[src/rtl/countdown_sequencer.sv]
// countdown_sequencer: drives load/decrement of a two-digit ASCII down-counter with pause, abort and expiry
module countdown_sequencer #(
    parameter int TICK_DIV = 4,
    parameter int TICK_W   = 32
) (
    input  logic        clock,
    input  logic        reset,
    input  logic [15:0] value,
    input  logic        start,
    input  logic        pause,
    input  logic        abort,
    input  logic [15:0] cnt_in,
    output logic        cnt_load,
    output logic [15:0] cnt_value,
    output logic        cnt_dec,
    output logic        busy,
    output logic        expired,
    output logic        alarm,
    output logic        error,
    output logic [2:0]  state
);
    typedef enum logic [2:0] {
        IDLE    = 3'd0,
        LOAD    = 3'd1,
        RUN     = 3'd2,
        PAUSED  = 3'd3,
        EXPIRED = 3'd4
    } state_t;

    localparam logic [15:0]       UN   = 16'h554E;
    localparam logic [TICK_W-1:0] LAST = TICK_W'(TICK_DIV - 1);

    state_t              state_q, state_d;
    logic [TICK_W-1:0]   presc_q, presc_d;
    logic [15:0]         cnt_value_q, cnt_value_d;
    logic                cnt_load_q, cnt_load_d;
    logic                cnt_dec_q, cnt_dec_d;
    logic                expired_q, expired_d;
    logic                error_q, error_d;
    logic                value_ok;
    logic                is_un;

    assign value_ok = value[15:8] >= 8'h30 && value[15:8] <= 8'h39 &&
                      value[7:0]  >= 8'h30 && value[7:0]  <= 8'h39 &&
                      value != 16'h3030;
    assign is_un    = cnt_in == UN;

    // next-state, prescaler and registered-output computation
    always_comb begin
        state_d     = state_q;
        presc_d     = presc_q;
        cnt_value_d = cnt_value_q;
        error_d     = error_q;
        cnt_dec_d   = 1'b0;
        case (state_q)
            IDLE: begin
                if (!abort && start) begin
                    error_d     = !value_ok;
                    cnt_value_d = value_ok ? value : cnt_value_q;
                    state_d     = value_ok ? LOAD : IDLE;
                end
            end
            LOAD: begin
                presc_d = '0;
                state_d = abort ? IDLE : RUN;
            end
            RUN: begin
                if (abort) begin
                    state_d = IDLE;
                    presc_d = '0;
                end else if (is_un) begin
                    state_d = EXPIRED;
                end else if (pause) begin
                    state_d = PAUSED;
                end else begin
                    cnt_dec_d = presc_q == LAST;
                    presc_d   = (presc_q == LAST) ? '0 : presc_q + TICK_W'(1);
                end
            end
            PAUSED: begin
                if (abort) begin
                    state_d = IDLE;
                    presc_d = '0;
                end else if (!pause) begin
                    state_d = RUN;
                end
            end
            EXPIRED: begin
                if (abort) begin
                    state_d = IDLE;
                    presc_d = '0;
                end else if (start) begin
                    error_d     = !value_ok;
                    cnt_value_d = value_ok ? value : cnt_value_q;
                    state_d     = value_ok ? LOAD : EXPIRED;
                end
            end
            default: begin
                state_d = IDLE;
                presc_d = '0;
            end
        endcase
        cnt_load_d = state_d == LOAD;
        expired_d  = state_d == EXPIRED && state_q != EXPIRED;
    end

    // state and output registers; reset abandons any countdown without touching the counter
    always_ff @(posedge clock or negedge reset) begin
        if (!reset) begin
            state_q     <= IDLE;
            presc_q     <= '0;
            cnt_value_q <= 16'h3030;
            cnt_load_q  <= 1'b0;
            cnt_dec_q   <= 1'b0;
            expired_q   <= 1'b0;
            error_q     <= 1'b0;
        end else begin
            state_q     <= state_d;
            presc_q     <= presc_d;
            cnt_value_q <= cnt_value_d;
            cnt_load_q  <= cnt_load_d;
            cnt_dec_q   <= cnt_dec_d;
            expired_q   <= expired_d;
            error_q     <= error_d;
        end
    end

    assign cnt_load  = cnt_load_q;
    assign cnt_value = cnt_value_q;
    assign cnt_dec   = cnt_dec_q;
    assign expired   = expired_q;
    assign error     = error_q;
    assign busy      = state_q == LOAD || state_q == RUN || state_q == PAUSED;
    assign alarm     = state_q == EXPIRED;
    assign state     = state_q;
endmodule

[config.mk]
export PLATFORM = sky130hd
export DESIGN_NAME = countdown_sequencer
export DESIGN_NICKNAME = d
export VERILOG_FILES = /design/src/rtl/countdown_sequencer.sv
export SDC_FILE = /design/constraint.sdc
export NUM_CORES = 1
export LEC_CHECK = 0
export ABC_AREA = 1
export CORE_ASPECT_RATIO = 1.1
export CORE_MARGIN = 2
export CORE_UTILIZATION = 48
export DETAILED_ROUTE_END_ITERATION = 10
export PLACE_DENSITY = 0.76
export SKIP_CTS_REPAIR_TIMING = 1
export SKIP_LAST_GASP = 1
export SYNTH_ARGS = -nofsm -noshare
export SYNTH_HDL_FRONTEND = slang
export SYNTH_SLANG_ARGS = --single-unit
[constraint.sdc]
create_clock -name clock -period 1.5 [get_ports clock]
set_input_delay 0.15 -clock clock [delete_from_list [all_inputs] [get_ports clock]]
set_output_delay 0.15 -clock clock [all_outputs]
set_load 0.02 [all_outputs]
After elaboration in Yosys (flattened, before gate mapping)

Index checks and enable logic that the tools add are counted.

Output and inout bits: 25
Flip-flop bits (word level): 55
Word-level logic and storage cells: 75
Input bits: 37

Reductions and logical operators: 15
Bitwise operators: 1
Muxes and demuxes: 31
$lt $le $gt $ge: 4
Add/sub/neg operators: 1
Equality and inequality tests: 16

Operators by type and width:

| kind                                                              | number |
|---|---|
| 2-to-1 mux 32 bit                                                 | 5 |
| one-hot mux 32 bit (3 select lines)                               | 1 |
| 2-to-1 mux 16 bit                                                 | 4 |
| adder 32 x 1 -> 32 bit, second input constant                     | 1 |
| == test 32 x 2 -> 1 bit, second input constant                    | 1 |
| one-hot mux 16 bit (2 select lines)                               | 1 |
| 2-to-1 mux 3 bit                                                  | 9 |
| == test 16 x 15 -> 1 bit, second input constant                   | 1 |
| greater-or-equal comparator 8 x 6 -> 1 bit, second input constant | 2 |
| <= comparator 8 x 6 -> 1 bit, second input constant               | 2 |
| != test 16 x 14 -> 1 bit, second input constant                   | 1 |
| one-hot mux 3 bit (5 select lines)                                | 1 |
| != test 3 bit, second input constant                              | 3 |
| 2-to-1 mux 1 bit                                                  | 8 |
| AND reduction 4 bit                                               | 2 |
| == test 3 x 1 -> 1 bit, second input constant                     | 2 |
| == test 3 x 2 -> 1 bit, second input constant                     | 2 |
| == test 3 bit, second input constant                              | 2 |
| logical AND 1 bit                                                 | 6 |
| != test 2 bit, second input constant                              | 3 |
| zero test 3 bit                                                   | 1 |
| zero test 1 bit                                                   | 2 |
| logical OR 1 bit                                                  | 2 |
| 2-to-1 mux 2 bit                                                  | 1 |
| other kinds (5)                                                   | 5 |

Longest topological paths before layout

Gate-level depths: netlist of run 1.

Depth in word-level cells: 11
Mapped depth: 13
Depth with buffers taken out: 12

Worst setup path before layout of run 1

No wires, ideal clock.

Kind: register to register
Start point: reg presc_q[0]
End point: reg presc_q[28]
Setup time: 0.117 ns
Clock period less this slack: 1.482 ns
Data arrival time: 1.365 ns
Cell stages (with the launch flop): 11
Buffers on the path: 0
Setup slack: 0.018 ns
Cells stage by stage: dfrtp_1 ha_1 nand2_1 nor2_2 inv_2 nor2_4 nand3_1 nand3_1 nor2_1 nand2_1 nand2_1

Word-level cells in the longest chain between the ends: 6

RTL lines:

| item                                                              | line | source |
|---|---|---|
| from (decl)                                                       | 34   | `logic [TICK_W-1:0] presc_q, presc_d;` |
| from (signal assigned)                                            | 119  | `presc_q <= presc_d;` |
| adder 32 x 1 -> 32 bit or == test 32 x 2 -> 1 bit (tied branches) | 77   | `presc_d = (presc_q == LAST) ? '0 : presc_q + TICK_W'(1);` |
| 2-to-1 mux 32 bit (*)                                             | 77   |  |
| 2-to-1 mux 32 bit (*)                                             | 73   | `end else if (pause) begin` |
| 2-to-1 mux 32 bit (*)                                             | 71   | `end else if (is_un) begin` |
| 2-to-1 mux 32 bit (*)                                             | 68   | `if (abort) begin` |
| one-hot mux 32 bit (3 select lines) (*)                           | 55   | `case (state_q)` |

Mark *: on every way between the ends. The rest lies on a longest branch, timed or not. The select of a mux whose other input is x is not followed.
A chain may end at the register's enable or synchronous reset.

Worst setup path in the final report of run 1

Start point: reg presc_q[1]
End point: reg presc_q[3]

Same word-level chain as after synthesis.

==> results of run 1 <==
-- cell type report --
class	instances	area (µm²)	area share, %
inverters	63	244	4.74
repair buffers	124	1180	22.9
well taps	87	109	2.11
multi-input cells	428	2130	41.3
clock buffers	5	68.8	1.34
flip-flops and latches	55	1400	27.1
clock inverters	3	27.5	0.534
-- power breakdown --
group	internal, mW	leakage [nW]	switching (mW)
clock network	0.348	0.0467	0.564
logic	0.162	1.84	0.147
registers	1.50	0.728	0.0222
total	2.01	2.61	0.733
-- registers in the layout, summed over array words and instances, names as in the netlist --
register / cells
presc_q: 32
cnt_load: 1
cnt_dec: 1
cnt_value: 16
expired: 1
state: 3
error: 1
-- kinds of logic after synthesis --
family | Yosys count | synth area share, %
adders and majority gates | 1 | 0.350
xor gates and xnor gates | 1 | 0.245
AOI/OAI and AO/OA | 19 | 2.80
and+or+nand+nor | 407 | 48.9
DFF | 55 | 38.6
buffers and inverters | 76 | 9.13
-- final timing paths --
path                                            from                         to  slack, ns
setup / recovery              presc_q[1]$_DFFE_PN0P_     presc_q[3]$_DFFE_PN0P_      -0.11
hold / removal                                 reset    presc_q[21]$_DFFE_PN0P_       0.34
setup reg to reg              presc_q[1]$_DFFE_PN0P_     presc_q[3]$_DFFE_PN0P_      -0.11
hold reg to reg            cnt_value[15]$_DFFE_PN0P_  cnt_value[15]$_DFFE_PN0P_       0.49
max in group asynchronous                      reset     presc_q[2]$_DFFE_PN0P_       0.62
min in group clock                          value[8]   cnt_value[8]$_DFFE_PN0P_       0.41
-- routing by layer --
layer  global-route usage (%)  vias to the layer above  wire length, µm
li1                         -                     1962                -
met5                        0                        -                0
met4                     6.12                        0              303
met3                     4.55                       22              651
met2                     47.7                      152             5270
met1                     31.9                     1794             4420
-- worst register-to-register path: stages, from the launching register on --
cell	delay (ns)
dfrtp_1	0.41
buf_4	0.13
nand2_2	0.09
nor2_4	0.18
inv_2	0.08
buf_4	0.14
nand2_1	0.05
inv_1	0.05
nor4_2	0.27
nand2_1	0.08
o21ai_1	0.07
-- per-stage QoR --
step / util (%) / worst slack [ns] / instances / TNS (ns)
after floorplan: - / 0.0182 / 559 / 0
after global placement: 62.7 / -0.162 / 743 / -5.33
after detailed placement: 62.7 / -0.232 / 743 / -7.75
after CTS: 64.0 / -0.332 / 751 / -2.52
after global routing: 70.1 / -0.229 / 765 / -3.95
final: 70.1 / -0.111 / 765 / -0.800
-- layout by cell type, fill, tap and decap left out, drive strengths merged, types with 3 or more instances in the layout --
| cell | netlist | layout |
|---|---|---|
| nand3 | 43 | 43 |
| dlymetal6s2s | 0 | 14 |
| nor3 | 3 | 3 |
| buf | 13 | 63 |
| or2 | 11 | 11 |
| clkdlybuf4s50 | 0 | 46 |
| dfrtp | 51 | 51 |
| nand2 | 225 | 225 |
| o21ai | 17 | 17 |
| inv | 62 | 64 |
| nand4 | 16 | 16 |
| nor2 | 105 | 105 |
| clkbuf | 0 | 5 |
| dfstp | 4 | 4 |
| nor4 | 4 | 4 |
==> results.tsv, run 1 <==
metric	value	unit
status	finished with violations	
failing checks	setup timing	
mapped cell area	0.00358	mm²
DR pass1 iterations	5	
Syn. warnings	0	
via count	3930	
register area share after synthesis	38.6	%
Rows	33	
max_slew headroom	61.4	%
routed wire length	10600	µm
largest net degree at the start of global routing	26	
Vias/cell	5.14	
hold_ws	0.344	ns
Antenna Cells	0	
Die Span Y	94.5	µm
Critical Path RT	1.75	ns
first-pass GRT wire length	17000	µm
clk slew on worst S/H paths	0.12	ns
Hold Crit Class	primary input to asynchronous set/reset pin	
Initial DRC Count	295	
Clock Sink Count	55	
Peak Freq	621	MHz
Tot Pwr	2.75	mW
final setup violation count	21	
die area	0.00816	mm²
top cells by instance count after synthesis	219 x nand2_1, 87 x nor2_1, 57 x inv_1, 51 x dfrtp_1, 42 x nand3_1	
Root Driver	clkbuf_8	
Residual DRC	0	
Post-synth EDFFs	0	
IO Port Bufs	61	
die width	86.3	µm
CP startpoint kind	flip-flop	
Syn Inst Count	559	
total gr overflow	0	
Initial Util	48.7	%
Seq cells post-synth	55	
Final Cell Area	0.00515	mm²
Max Cap Viol	0	
post-route ant nets	0	
CP Depth	10	
CP Buf/Inv Count	4	
routed len/inst	13.9	µm
crit path time final	1.61	ns
Syn-to-layout area delta	44.0	%
Worst IR Drop VDD	0.000385	V
most frequent cell after synthesis	nand2_1	
TritonCTS clock tree	yes	
DP HPWL	7970	µm
io pins	62	
arrival time of the worst setup path	1.86	ns
worst slew pin tran	0.579	ns
vias in the first global route	3698	
endpoints failing hold	0	
Worst-Skew Late Latency	0.32	ns
Core ar.	0.00735	mm²
initial antenna violation count	0	
delay-heaviest family, CP	simple AND/OR/NAND/NOR gates	
count of different cell masters after synthesis	29	
Clock Skew	0.0105	ns
Crit-path slowest cell	dfrtp_1	
layout cells sized above 1	26.4	%
leakage	2.61	nW
CP Capture Type	flip-flop	
CP Class	flip-flop to flip-flop	
synthesized net count	597	
Placed Instance Area	0.00461	mm²
Mean Syn Cell Area	6.40	µm²
critical-path cell list	buf_4 > nand2_2 > nor2_4 > inv_2 > buf_4 > nand2_1 > inv_1 > nor4_2 > nand2_1 > o21ai_1	
CTS H-tree depth	2	
reg2reg path depth	10	
layout net count	715	
Fillers	595	
Post-synth top flop	dfrtp_1	
Synth top area share	35.7	%
GPL Wtd Cong	1.01	
Synth area leaders	dfrtp_1 36%, nand2_1 23%, nor2_1 9.1%	
leading area contributor after synthesis	dfrtp_1	
Max FO, Critical Path	2	
Pwr per Cell Area	533	mW/mm²
clock buffer depth	2	
RSZ-0062 raised after global routing	yes	
Final WS setup	-0.111	ns
all-layer global routing usage	26.1	%
Tcrit/Tclk final	107	%
largest stage delay on the critical path	0.41	ns
Slew Limit Fails	0	
TritonCTS Buffers	5	
Post-synth ARST share	100	%
(Power assumes the default switching activity.)
==> inputs of run 2 (changes only) <==
- CTS_CLUSTER_DIAMETER: not set -> 40
- SETUP_SLACK_MARGIN: not set -> 0.02
==> results.tsv, run 2 (synthesized netlist as in run 1, its figures left out) <==
metric	value	unit	change
CTS H-tree depth	2		unchanged
clk slew on worst S/H paths	0.13	ns	was 0.12 ns
routed len/inst	14.8	µm	was 13.9 µm
DP HPWL	8240	µm	was 7970 µm
Peak Freq	621	MHz	about the same
Clock Sink Count	55		unchanged
all-layer global routing usage	27.1	%	was 26.1%
IO Port Bufs	61		unchanged
Rows	33		unchanged
die width	86.3	µm	unchanged
Initial DRC Count	307		was 295
Die Span Y	94.5	µm	unchanged
max FFs per register	32		unchanged
total gr overflow	0		unchanged
Max FO, Critical Path	4		was 2
initial antenna violation count	0		unchanged
CP Class	flip-flop to flip-flop		unchanged
Vias/cell	5.22		was 5.14
Critical Path RT	1.73	ns	was 1.75 ns
TritonCTS clock tree	yes		unchanged
Pwr per Cell Area	514	mW/mm²	was 533 mW/mm²
worst slew pin tran	0.343	ns	was 0.579 ns
dpl ws	-0.259	ns	was -0.232 ns
Worst-Skew Late Latency	0.33	ns	was 0.32 ns
most frequent cells in the layout	198 x nand2_1, 66 x buf_4, 56 x nor2_1		was 199 x nand2_1, 66 x nor2_1, 54 x buf_4
TritonCTS Buffers	5		unchanged
failing checks	setup timing		unchanged
first-pass GRT wire length	17500	µm	was 17000 µm
GPL Wtd Cong	0.960		was 1.01
Clock Skew	0.0205	ns	was 0.0105 ns
final setup violation count	13		was 21
Max Cap Viol	0		unchanged
Slew Limit Fails	0		unchanged
Worst IR Drop VDD	0.000511	V	was 0.000385 V
clock buffer depth	2		unchanged
Antenna Cells	0		unchanged
Core ar.	0.00735	mm²	unchanged
layout net count	733		was 715
Root Driver	clkbuf_8		unchanged
largest net degree at the start of global routing	44		was 26
DR pass1 iterations	5		unchanged
Tcrit/Tclk final	107	%	about the same
max_slew headroom	77.1	%	was 61.4%
leakage	2.78	nW	was 2.61 nW
register name with the most flops	presc_q		unchanged
die area	0.00816	mm²	unchanged
RSZ-0062 raised after global routing	yes		unchanged
reg2reg path depth	11		was 10
Syn-to-layout area delta	49.5	%	was 44.0%
io pins	62		unchanged
commonest non-fill, non-tap cell in the layout	nand2_1		unchanged
crit path time final	1.61	ns	about the same
Residual DRC	0		unchanged
Hold Crit Class	primary input to asynchronous set/reset pin		unchanged
status	finished with violations		unchanged
CP Capture Type	flip-flop		unchanged
final cell utilization of the core	72.8	%	was 70.1%
arrival time of the worst setup path	1.84	ns	was 1.86 ns
vias in the first global route	3863		was 3698
via count	4084		was 3930
Final WS setup	-0.110	ns	was -0.111 ns
endpoints failing hold	0		unchanged
layout cells sized above 1	30.0	%	was 26.4%
routed wire length	11600	µm	was 10600 µm
post-route ant nets	0		unchanged
CP startpoint kind	flip-flop		unchanged
Initial Util	48.7	%	unchanged
[run 2: cell types whose count changed in the layout (fill, tap and decap cells not counted), sizes merged]
cell / previous run / this run
clkbuf: 5 / 7
clkdlybuf4s50: 46 / 41
clkinv: 1 / 2
clkinvlp: 1 / 0
dlymetal6s2s: 14 / 19
buf: 63 / 79
[run 2: through the flow]
step           total power, mW  instances  instance area [µm²]  TNS (ns)  hold WS [ns]
5_1_grt                   2.84        783                 5350     -3.40         0.265
3_5_place_dp              1.84        755                 4690     -9.08        0.0714
3_3_place_gp              1.83        755                 4690     -5.29        0.0722
6_report                  2.75        783                 5350    -0.794         0.236
2_1_floorplan             1.64        559                 3580         0        -0.146
4_1_cts                   2.71        763                 4780     -2.53        -0.275
[run 2: final timing paths]
check | start | end | slack, ns
max | presc_q[12]$_DFFE_PN0P_ | presc_q[21]$_DFFE_PN0P_ | -0.11
min | reset | presc_q[12]$_DFFE_PN0P_ | 0.24
max reg2reg | presc_q[12]$_DFFE_PN0P_ | presc_q[21]$_DFFE_PN0P_ | -0.11
min reg2reg | cnt_value[15]$_DFFE_PN0P_ | cnt_value[15]$_DFFE_PN0P_ | 0.49
max in group asynchronous | reset | cnt_value[13]$_DFFE_PN1P_ | 0.64
min in group clock | value[8] | cnt_value[8]$_DFFE_PN0P_ | 0.41
[run 2: layout make-up]
cell class	count	area, µm²
Clock buffer	5	68.8
Timing Repair Buffer	142	1370
Multi-Input combinational cell	428	2130
Fill cell	580	2000
Clock inverter	3	22.5
Sequential cell	55	1400
Inverter	63	244
Tap cell	87	109
[run 2: worst max-delay path: stages (launching register included)]
cell	delay, ns
dfrtp_2	0.47
nor2_1	0.12
nand2_1	0.08
nor2_1	0.17
nand2_1	0.10
nor2_2	0.17
nor2_2	0.06
buf_4	0.14
nand2_1	0.06
nand2_1	0.05
nand2_1	0.06
inv_1	0.04
[run 2: metal layers]
layer	wire, µm	vias to the layer above	track usage (%)
met5	0	-	0
met4	379	0	9.51
met3	701	28	4.98
met2	5840	161	49.5
met1	4680	1895	31.6
li1	-	2000	-
[run 2: power by group]
part / internal (mW) / switching (mW)
Clock: 0.341 / 0.567
Sequential: 1.50 / 0.0258
Combinational: 0.161 / 0.153
==> patch: new RTL, settings of run 2 <==
Make the reset (`reset`) synchronous in one clocked block.
--- a/src/rtl/countdown_sequencer.sv
+++ b/src/rtl/countdown_sequencer.sv
@@ -107,3 +107,3 @@
     // state and output registers; reset abandons any countdown without touching the counter
-    always_ff @(posedge clock or negedge reset) begin
+    always_ff @(posedge clock) begin
         if (!reset) begin
Formal check against the unedited RTL: differs if reset is asserted again (counterexample within 4 cycles, from zero or initial values and one cycle with reset low); with reset held inactive, the same outputs for 10 cycles.
==> patch against run 2 <==
The flow still finishes with violations (setup timing); sequential cell count is the same; critical path depth is the same; clock power shrank 5.6%; first-iteration DRC count shrank 37%; global-route usage shrank 0.82 points; power shrank 8.6%; core utilization grew 3.8 points; design area shrank 12%; synthesized area shrank 16%; routed wire length shrank 22%; worst setup slack lost 15 ps; largest power group unchanged.
==> patch: results (changes against run 2) <==
| Metric | Value |
|---|---|
| Nets | `662 (-9.7%)` |
| Drt first pass iters | `4 (-1)` |
| H-tree depth | `2 (unchanged)` |
| Placed cell area | `4260 sq um (-9.2%)` |
| CP arrival | `1860 ps (+20 ps)` |
| PortBufs | `61 (unchanged)` |
| Async set-reset flop share out of synthesis | `0% (-100 points)` |
| DPL Wire Length | `7010 microns (-15%)` |
| Num CTS Buffers | `5 (unchanged)` |
| Number of distinct library cells after synthesis | `32 (+10%)` |
| ANT cells | `0 (unchanged)` |
| Vias in the first global route | `3417 (-12%)` |
| Failing checks | `setup timing` |
| Status | `finished, violations left` |
| Syn_nets | `524 (-12%)` |
| Final GP Congestion | `0.953 (-0.72%)` |
| Post-synthesis sequential area ratio | `36.5% (-2.1 points)` |
| First-pass GRT wire length | `14700 microns (-16%)` |
| Max reg flops | `32 (unchanged)` |
| Synth area leaders | `dfxtp_1 36%, nand2_1 14%, nor2_1 14%` |
| Worst clock skew | `16.9 ps (-3.56 ps)` |
| Layout cell share with drive strength beyond 1 | `26.7% (-3.3 points)` |
| Slew margin rel. | `71.2% (-5.9 points)` |
| Initial DRC Count | `193 (-37%)` |
| Root buf cell | `clkbuf_8` |
| Critical path fanouts, max | `5 (+1)` |
| Synth top cells by count | `113 x nand2_1, 113 x nor2_1, 68 x inv_1, 55 x dfxtp_1, 40 x nand3_1` |
| PnR worst setup slack | `-125 ps (-14.6 ps)` |
| Leakage power total | `2.16 nW (-22%)` |
| Via count | `3547 (-13%)` |
| P_sw | `602 uW (-19%)` |
| Min-delay worst type | `flip-flop to flip-flop` |
| Gr usage total | `26.2% (-0.82 points)` |
| Drt wl/cell | `12.9 microns (-13%)` |
| Maximum VDD drop | `0.464 mV (-9.3%)` |
| Setup violations, final | `28 (+15)` |
| Clock-pin slew on the worst setup and hold paths | `110 ps (-20 ps)` |
| Max Buffers Root-to-Sink | `2 (unchanged)` |
| Most used DFF post-synth | `dfxtp_1` |
| Largest net degree at the start of global routing | `25 (-43%)` |
-- patch: cell types whose count changed in the layout (fill, tap and decap cells not counted), sizes merged, moves of 8 or more --
cell           before  now
nor2              105  118
nand2             225  116
or2                11    1
dlymetal6s2s       19    8
inv                64   73
a21oi               1    9
clkdlybuf4s50      41   53
nor3                3   13
dfxtp               0   55
dfrtp              51    0
-- patch: kinds of logic after synthesis --
family	synth area share, %
compound gates	4.64
xor+xnor	2.03
buf+inv	10.8
fa+ha+maj	0.415
flops	36.5
simple gates	45.6
-- patch: final cells by class --
cell class	count	area (sq um)
Tap cell	80	100
Sequential cell	55	1140
Multi-Input combinational cell	350	1800
Inverter	72	278
Fill cell	470	1430
Clock inverter	3	22.5
Timing Repair Buffer	140	1270
Clock buffer	5	68.8
-- patch: path summary, 6_finish.rpt --
check	slack, ps	depth (start not counted)	from	end
setup / recovery	-120	11	presc_q[0]	presc_q[29]
setup reg to reg	-120	11	presc_q[0]	presc_q[29]
hold / removal	460	1	cnt_value[4]	cnt_value[4]
hold reg to reg	460	1	cnt_value[4]	cnt_value[4]
-- patch: critical path, stage by stage, from the launching register on --
cell,delay (ps)
dfxtp_4,380
ha_4,160
nand3_1,140
nor2_2,160
nand2_2,100
o21ai_1,130
nand2_1,90
nand2_4,130
buf_6,140
nor2_1,40
nand2_1,50
inv_1,30
-- patch: routing by layer --
layer	track usage (%)	routed length [microns]
met5	0	0
met4	6.58	151
met3	6.43	497
met2	48.6	4710
met1	30.0	3710
-- patch: per-stage QoR --
step	util, %	std cells	worst slack, ps	total power [mW]	setup TNS (ps)
3_3_place_gp	69.6	688	-278	1.69	-9380
5_1_grt	76.6	705	-214	2.60	-4620
6_report	76.6	705	-125	2.51	-2270
3_5_place_dp	69.6	688	-390	1.69	-12770
2_1_floorplan	-	486	20.8	1.54	0
4_1_cts	71.1	696	-377	2.53	-5520
-- patch: power by group through the flow --
stage,Clock (mW),Sequential [mW],Combinational [mW]
floorplan,0,1.50,0.0483
global placement,0,1.49,0.195
detailed placement,0,1.49,0.199
CTS,0.871,1.46,0.199
global route,0.926,1.45,0.223
finish,0.857,1.45,0.206
